===== config.mk =====
export PLATFORM = sky130hd
export DESIGN_NAME = pipelined_shift_unit
export DESIGN_NICKNAME = d
export VERILOG_FILES = /design/src/rtl/pipelined_shift_unit.sv
export SDC_FILE = /design/constraint.sdc
export NUM_CORES = 1
export LEC_CHECK = 0
export CORE_MARGIN = 2
export CORE_UTILIZATION = 51
export CTS_BUF_LIST = sky130_fd_sc_hd__clkbuf_8
export DETAILED_ROUTE_END_ITERATION = 12
export GPL_TIMING_DRIVEN = 1
export MAX_ROUTING_LAYER = met4
export PLACE_DENSITY_LB_ADDON = 0.05
export RECOVER_POWER = 100
export SKIP_CTS_REPAIR_TIMING = 1
export SYNTH_ARGS = -nofsm -noshare
export SYNTH_HDL_FRONTEND = slang
export SYNTH_SLANG_ARGS = --single-unit
export TNS_END_PERCENT = 1

===== constraint.sdc =====
create_clock -name CLK -period 3.05 [get_ports CLK]
set_input_delay 0.915 -clock CLK [delete_from_list [all_inputs] [get_ports CLK]]
set_output_delay 0.915 -clock CLK [all_outputs]
set_load 0.03 [all_outputs]

===== src/rtl/pipelined_shift_unit.sv =====
// Elastic, multi-stage barrel shifter/rotator for EX (LSL, LSR, ASR, ROR).
// Produces carry/zero flags, passes a destination tag through, and supports flush.
module pipelined_shift_unit #(
    parameter int DataWidth = 16,
    parameter int ShAmtBits = 4,
    parameter int Stages    = 2,
    parameter int TagWidth  = 3
) (
    input  logic                 CLK,
    input  logic                 RST,
    input  logic                 flush,
    input  logic                 in_valid,
    output logic                 in_ready,
    input  logic [DataWidth-1:0] in_data,
    input  logic [ShAmtBits-1:0] in_shamt,
    input  logic [1:0]           in_mode,
    input  logic [TagWidth-1:0]  in_tag,
    output logic                 out_valid,
    input  logic                 out_ready,
    output logic [DataWidth-1:0] out_data,
    output logic                 out_carry,
    output logic                 out_zero,
    output logic [TagWidth-1:0]  out_tag
);

    localparam int Lvls = ShAmtBits / Stages;

    typedef logic [DataWidth-1:0] word_t;
    typedef logic [ShAmtBits-1:0] shamt_t;
    typedef logic [TagWidth-1:0]  tag_t;
    typedef enum logic [1:0] {
        LSL = 2'b00,
        LSR = 2'b01,
        ASR = 2'b10,
        ROR = 2'b11
    } mode_e;

    logic   valid_q [Stages];
    word_t  data_q  [Stages];
    shamt_t shamt_q [Stages];
    mode_e  mode_q  [Stages];
    logic   carry_q [Stages];
    logic   zero_q  [Stages];
    tag_t   tag_q   [Stages];

    logic   adv       [Stages];
    logic   src_valid [Stages];
    word_t  src_data  [Stages];
    shamt_t src_shamt [Stages];
    mode_e  src_mode  [Stages];
    logic   src_carry [Stages];
    tag_t   src_tag   [Stages];
    word_t  nxt_data  [Stages];

    function automatic word_t shift_level(word_t d, mode_e m, int j);
        word_t r;
        int    sh;
        sh = 1 << j;
        unique case (m)
            LSL: r = d << sh;
            LSR: r = d >> sh;
            ASR: r = word_t'($signed(d) >>> sh);
            ROR: r = (d >> sh) | (d << (DataWidth - sh));
        endcase
        return r;
    endfunction

    // ROR's result MSB equals in[s-1], so it shares the right-shift carry tap.
    function automatic logic entry_carry(word_t d, shamt_t s, mode_e m);
        shamt_t idx;
        if (s == '0) begin
            return 1'b0;
        end
        idx = (m == LSL) ? (~s + 1'b1) : (s - 1'b1);
        return d[idx];
    endfunction

    always_comb begin
        logic a;
        a = !valid_q[Stages-1] || out_ready;
        adv[Stages-1] = a;
        for (int k = Stages - 2; k >= 0; k--) begin
            a = !valid_q[k] || a;
            adv[k] = a;
        end
    end

    assign in_ready = RST && !flush && adv[0];

    always_comb begin
        src_valid[0] = in_valid && in_ready;
        src_data[0]  = in_data;
        src_shamt[0] = in_shamt;
        src_mode[0]  = mode_e'(in_mode);
        src_carry[0] = entry_carry(in_data, in_shamt, mode_e'(in_mode));
        src_tag[0]   = in_tag;
        for (int k = 1; k < Stages; k++) begin
            src_valid[k] = valid_q[k-1];
            src_data[k]  = data_q[k-1];
            src_shamt[k] = shamt_q[k-1];
            src_mode[k]  = mode_q[k-1];
            src_carry[k] = carry_q[k-1];
            src_tag[k]   = tag_q[k-1];
        end
    end

    always_comb begin
        shamt_t bits;
        for (int k = 0; k < Stages; k++) begin
            nxt_data[k] = src_data[k];
            for (int l = 0; l < Lvls; l++) begin
                bits = src_shamt[k] >> (k * Lvls + l);
                if (bits[0]) begin
                    nxt_data[k] = shift_level(nxt_data[k], src_mode[k], k * Lvls + l);
                end
            end
        end
    end

    always_ff @(posedge CLK) begin
        if (!RST) begin
            for (int k = 0; k < Stages; k++) begin
                valid_q[k] <= 1'b0;
                data_q[k]  <= '0;
                shamt_q[k] <= '0;
                mode_q[k]  <= LSL;
                carry_q[k] <= 1'b0;
                zero_q[k]  <= 1'b0;
                tag_q[k]   <= '0;
            end
        end else if (flush) begin
            for (int k = 0; k < Stages; k++) begin
                valid_q[k] <= 1'b0;
            end
        end else begin
            for (int k = 0; k < Stages; k++) begin
                if (adv[k]) begin
                    valid_q[k] <= src_valid[k];
                    if (src_valid[k]) begin
                        data_q[k]  <= nxt_data[k];
                        shamt_q[k] <= src_shamt[k];
                        mode_q[k]  <= src_mode[k];
                        carry_q[k] <= src_carry[k];
                        zero_q[k]  <= (nxt_data[k] == '0);
                        tag_q[k]   <= src_tag[k];
                    end
                end
            end
        end
    end

    assign out_valid = valid_q[Stages-1];
    assign out_data  = data_q[Stages-1];
    assign out_carry = carry_q[Stages-1];
    assign out_zero  = zero_q[Stages-1];
    assign out_tag   = tag_q[Stages-1];

endmodule


==> results of run 1 <==
==> Yosys cell counts, types with 8 or more instances <==
cell,count
nor2_1,57
a31oi_1,19
nor2b_1,8
a21oi_1,22
o211ai_1,8
nand2b_1,13
clkbuf_1,18
o21ai_0,13
mux2i_1,11
a311oi_1,15
nand3_1,8
buf_4,16
edfxtp_1,47
and2_1,14
inv_1,8
nand2_1,71
==> sequential cells by signal (all words and copies together), names as in the netlist <==
name,count
carry_q,2
data_q,32
mode_q,2
shamt_q,2
tag_q,6
valid_q,2
zero_q,1
==> area by class of cell <==
type / count / area (µm²)
Fill cell: 600 / 2494
Sequential cell: 47 / 1411
Inverter: 8 / 30.03
Clock inverter: 3 / 12.51
Clock buffer: 5 / 68.82
Timing Repair Buffer: 85 / 757.0
Tap cell: 96 / 120.1
Multi-Input combinational cell: 329 / 1976
==> kinds of logic (layout without fill, tap and decap cells) <==
| family | Yosys count | count (layout) |
|---|---|---|
| compound gates | 106 | 106 |
| simple gates | 196 | 196 |
| mux | 19 | 19 |
| xor+xnor | 6 | 6 |
| fa+ha+maj | 2 | 2 |
| buf+inv | 58 | 101 |
| flops | 47 | 47 |
==> per-layer routing <==
metal / wire, µm / up-vias / part of all wire, % / track usage (%)
met5: 0 / - / 0 / -
met4: 281 / 0 / 3.2 / 10.88
met3: 436 / 22 / 4.9 / 2.332
met2: 4337 / 104 / 49 / 38.60
met1: 3762 / 1513 / 43 / 30.16
li1: - / 1638 / - / -
==> power by group through the flow <==
stage               Clock, mW  Combinational, mW  Sequential (mW)
finish                  0.354              0.454            0.782
global route            0.384              0.497            0.787
CTS                     0.364              0.462            0.782
detailed placement          0              0.460            0.797
global placement            0              0.455            0.796
floorplan                   0              0.307            0.788
==> final timing paths <==
| check | endpoint | slack [ns] | cells after the start |
|---|---|---|---|
| worst max-delay path | in_ready | 0.07 | 5 |
| worst min-delay path | tag_q[0][4] | 0.51 | 1 |
| worst max register to register | zero_q[1] | 0.45 | 7 |
| worst min register to register | tag_q[0][4] | 0.51 | 1 |
==> critical path, stage by stage <==
cell and delay, ns:
dlygate4sd3_1 0.55, nor2b_1 0.20, a21boi_2 0.09, buf_4 0.15
clkbuf_4 0.17
==> placed cells by master (no fill, tap or decap), drive strengths merged, types with 14 or more instances in the layout <==
cell type / count
a21oi: 23
a311oi: 15
a31oi: 19
and2: 14
buf: 24
clkbuf: 15
clkdlybuf4s50: 26
dlygate4sd3: 23
edfxtp: 47
nand2: 71
nor2: 57
o21ai: 15
==> through the flow <==
step                power, mW  setup slack [ns]  instances
floorplan               1.095          -0.08933        434
global placement        1.251           -0.2384        564
detailed placement      1.257           -0.2734        564
CTS                     1.607           0.03792        572
global route            1.668          0.006712        573
finish                  1.589           0.06515        573
==> key figures, run 1 <==
Worst hold path
  – Worst min-delay path class: flip-flop to flip-flop
  – Hold path startpoint: tag_q[0][1]

Synthesis
  – Top-area cell type share of the netlist area: 38.51%
  – Ys flop type: edfxtp_1
  – Count of cell types in the netlist: 50
  – YS warnings: 0
  – Synthesized area: 0.003665 mm²
  – Ys async rst share: 0%
  – Cells after Synth: 434
  – Synthesized area per cell: 8.444 µm²
  – Post-synthesis simple-gate area fraction: 24.68%
  – #FFs+latches synth: 47
  – Syn Nets: 466
  – Synth area leaders: edfxtp_1, nand2_1, nor2_1
  – Leading area contributor after synthesis: edfxtp_1
  – Synth Area in Compound Gates: 19.87%
  – Register area share after synthesis: 38.51%
  – Largest family of logic cells by synthesized area: simple AND/OR/NAND/NOR gates
  – Post-synthesis mux area share: 6.384%
  – Number of flops mapped to enable cells by yosys: 47
  – Adder-Cell Fraction of Synth Area: 0.6828%
  – Post-Synth XOR/XNOR Area: 1.639%

Cells and area
  – Ant. Diodes: 0
  – Area growth, synth to finish: 19.39%
  – Fraction of layout cells with a size suffix above 1: 11.32%
  – Nets: 508
  – Fin area: 0.004375 mm²
  – Post-layout util: 63.70%

Detailed routing
  – Pre-antenna DRT Iters: 5
  – Number of routed nets with antenna violations: 0
  – DRC Markers: 0
  – Vias: 3277
  – Post-Route WL: 8.817 mm
  – WL per Instance: 15.39 µm
  – First-iteration detailed-routing DRC count: 168
  – Vias per cell: 5.719

Worst setup path
  – Crit path from: out_ready
  – Crit Path Category: primary input to output port
  – Setup crit start kind: primary input
  – Worst Path Max Fanout: 3
  – CP required: 2.13 ns
  – RR Startpoint: mode_q[0][1]
  – Worst setup EP type: output port
  – Worst Path Arrival: 2.07 ns

Power
  – Psw: 484.9 µW
  – Clock power share: 22.3%
  – Pint: 1.104 mW
  – Combinational fraction of design power: 28.5%
  – Leak: 1.645 nW
  – Sequential share of power: 49.2%
  – Switching Fraction: 30.52%
  – Max rail drop VDD: 0.1711 mV
  – Pwr Density: 363.2 mW/mm²

STA
  – RSZ-0062 raised after global routing: no
  – Fin crit share: 97.86%
  – Setup_tns: 0 ns
  – Min Tclk post-route: 2.985 ns
  – Final slew viol count: 0
  – Slew headroom: 51.18%
  – Final Hold Fails: 0
  – Worst hold slack: 0.5080 ns
  – Tightest Pin Transition: 0.7321 ns
  – Fmax: 0.3350 GHz
  – Final Setup Violations: 0
  – Clock skew: 0.01273 ns

Placement
  – Routability cong.: 0.9297
  – HPWL Detailed: 6.654 mm
  – Placed Area: 0.004309 mm²
  – IO Port Bufs: 52

Global routing
  – Initial antenna violation count: 0
  – Largest net degree at the start of global routing: 48
  – Vias in the first global route: 2879
  – GRT Total Usage: 23.85%
  – First-pass GRT wire length: 14.15 mm
  – Overflow left after global routing: 0

Floorplanning
  – Die area: 0.007880 mm²
  – Die Y: 88.77 µm
  – Rows: 30
  – IO Count: 53
  – Die Wd: 88.77 µm
  – Core area: 0.006869 mm²
  – Initial core utilization: 53.35%

Clock tree
  – CTS sink count: 47
  – Worst-path clk slew: 0.09 ns
  – CTS tree: yes
  – Htree depth: 2
  – CTS Root Cell: clkbuf_8
  – Total CTS buffers: 5
  – Worst skew pair latency: 0.30 ns
  – Maximum clock path buffer count: 2

Status
  – Status: finished, final reports clean

Run
  – Max-capacitance violation count: 0
Power figures use the tool's default switching activity.
==> inputs of run 2 (changes only) <==
PLACE_DENSITY = 0.91   (was not set)
PLACE_DENSITY_LB_ADDON = not set   (was 0.05)
REMOVE_ABC_BUFFERS = 1   (was not set)
==> key figures, run 2 (synthesized netlist as in run 1, its figures left out) <==
Placement
  – Placed Area: 0.004295 mm²
  – Placed Instances: 565
  – HPWL Detailed: 6.443 mm
  – IO Port Bufs: 52
  – Routability cong.: 0.9669

Worst setup path
  – Register-to-Register Setup Slack: 0.42 ns
  – Worst Path Arrival: 2.08 ns
  – Worst setup EP type: output port
  – Crit Path Category: primary input to output port
  – Reg2Reg Depth: 5
  – Worst Path Max Fanout: 3
  – RR Startpoint: shamt_q[0][2]
  – Setup crit start kind: primary input
  – Reg-to-Reg End: zero_q[1]
  – CP required: 2.13 ns

Cells and area
  – Fin area: 0.004365 mm²
  – Max FFs per register: 32
  – Most frequent cells in the layout: nand2_1, nor2_1, edfxtp_1
  – Largest Register: data_q
  – Fraction of layout cells with a size suffix above 1: 10.48%
  – Post-layout util: 63.55%
  – Area growth, synth to finish: 19.12%
  – Post-route insts no fill: 573
  – Nets: 508
  – Top flop regs: data_q x32, tag_q x6
  – Commonest non-fill, non-tap cell in the layout: nand2_1
  – Ant. Diodes: 0

STA
  – RSZ-0062 raised after global routing: yes
  – Fmax: 0.3335 GHz
  – Clock skew: 0.006809 ns
  – Min Tclk post-route: 2.998 ns
  – Slew headroom: 35.27%
  – Fin crit share: 98.31%
  – Tightest Pin Transition: 0.9709 ns
  – Final Hold Fails: 0
  – Final slew viol count: 0
  – Final Setup Violations: 0

Power
  – Max rail drop VDD: 0.1817 mV
  – Leak: 1.622 nW
  – Pwr Density: 358.6 mW/mm²
  – Total Power: 1.566 mW

Clock tree
  – Htree depth: 2
  – Maximum clock path buffer count: 2
  – Worst-path clk slew: 0.08 ns
  – Total CTS buffers: 5
  – CTS Root Cell: clkbuf_8
  – CTS sink count: 47
  – Worst skew pair latency: 0.29 ns
  – CTS tree: yes

Global routing
  – Overflow left after global routing: 0
  – GRT Total Usage: 22.01%
  – Vias in the first global route: 2956
  – Initial antenna violation count: 0
  – First-pass GRT wire length: 13.32 mm
  – Largest net degree at the start of global routing: 38

Detailed routing
  – Vias per cell: 5.770
  – Post-Route WL: 8.322 mm
  – Pre-antenna DRT Iters: 5
  – WL per Instance: 14.52 µm
  – DRC Markers: 0
  – Vias: 3306
  – Number of routed nets with antenna violations: 0
  – First-iteration detailed-routing DRC count: 297

Floorplanning
  – IO Count: 53
  – Core area: 0.006869 mm²
  – Initial core utilization: 53.35%
  – Rows: 30
  – Die Wd: 88.77 µm
  – Die area: 0.007880 mm²
  – Die Y: 88.77 µm

Worst hold path
  – Hold Path End: tag_q[0][5]
  – Worst min-delay path class: flip-flop to flip-flop
  – WHS Path Cells: 1
  – Hold path startpoint: tag_q[0][2]

Status
  – Status: finished, final reports clean

Run
  – Max-capacitance violation count: 0
run 2: worst max path at each step:
| stage | start | endpoint | depth (start not counted) |
|---|---|---|---|
| after global routing | in_shamt[1] | carry_q[0][0] | 9 |
| after CTS | in_shamt[1] | carry_q[0][0] | 9 |
| after global placement | in_shamt[0] | carry_q[0][0] | 9 |
| after floorplan | RST | carry_q[0][0] | 6 |
| after detailed placement | in_shamt[1] | carry_q[0][0] | 9 |
| final | RST | in_ready | 5 |
run 2: metal layers:
layer	share of wire, %	vias up	wire [µm]	global-route usage (%)
met5	0	-	0	-
met4	4.0	0	337	10.47
met2	49	134	4104	37.11
met1	42	1507	3478	25.75
li1	-	1634	-	-
met3	4.8	31	402	3.172
run 2: cell type report:
type	count	area [µm²]
inverters	8	30.03
well taps	96	120.1
flip-flops and latches	47	1411
clock inverters	3	11.26
repair buffers	85	740.7
multi-input cells	329	1983
clock buffers	5	68.82
fillers	574	2504
run 2: worst max-delay path, cell delays in order:
cell	delay, ns
clkdlybuf4s50_1	0.51
nor2b_1	0.16
a21boi_2	0.19
clkbuf_4	0.16
buf_4	0.15
run 2: metrics by stage:
stage	setup WS (ns)	setup TNS, ns	hold WS [ns]
2_1_floorplan	-0.3767	-5.401	0.4967
3_3_place_gp	-0.2737	-0.3557	0.5065
3_5_place_dp	-0.3844	-0.6838	0.5100
4_1_cts	-0.07639	-0.07639	0.5284
5_1_grt	-0.02566	-0.02566	0.5574
6_report	0.05168	0	0.5308
run 2: power by group:
part	switching, mW	total (mW)	internal [mW]	leakage [nW]
clock	0.180	0.333	0.153	0.0444
sequential	0.0327	0.784	0.751	0.495
combinational	0.250	0.449	0.199	1.08
total	0.462	1.57	1.10	1.62
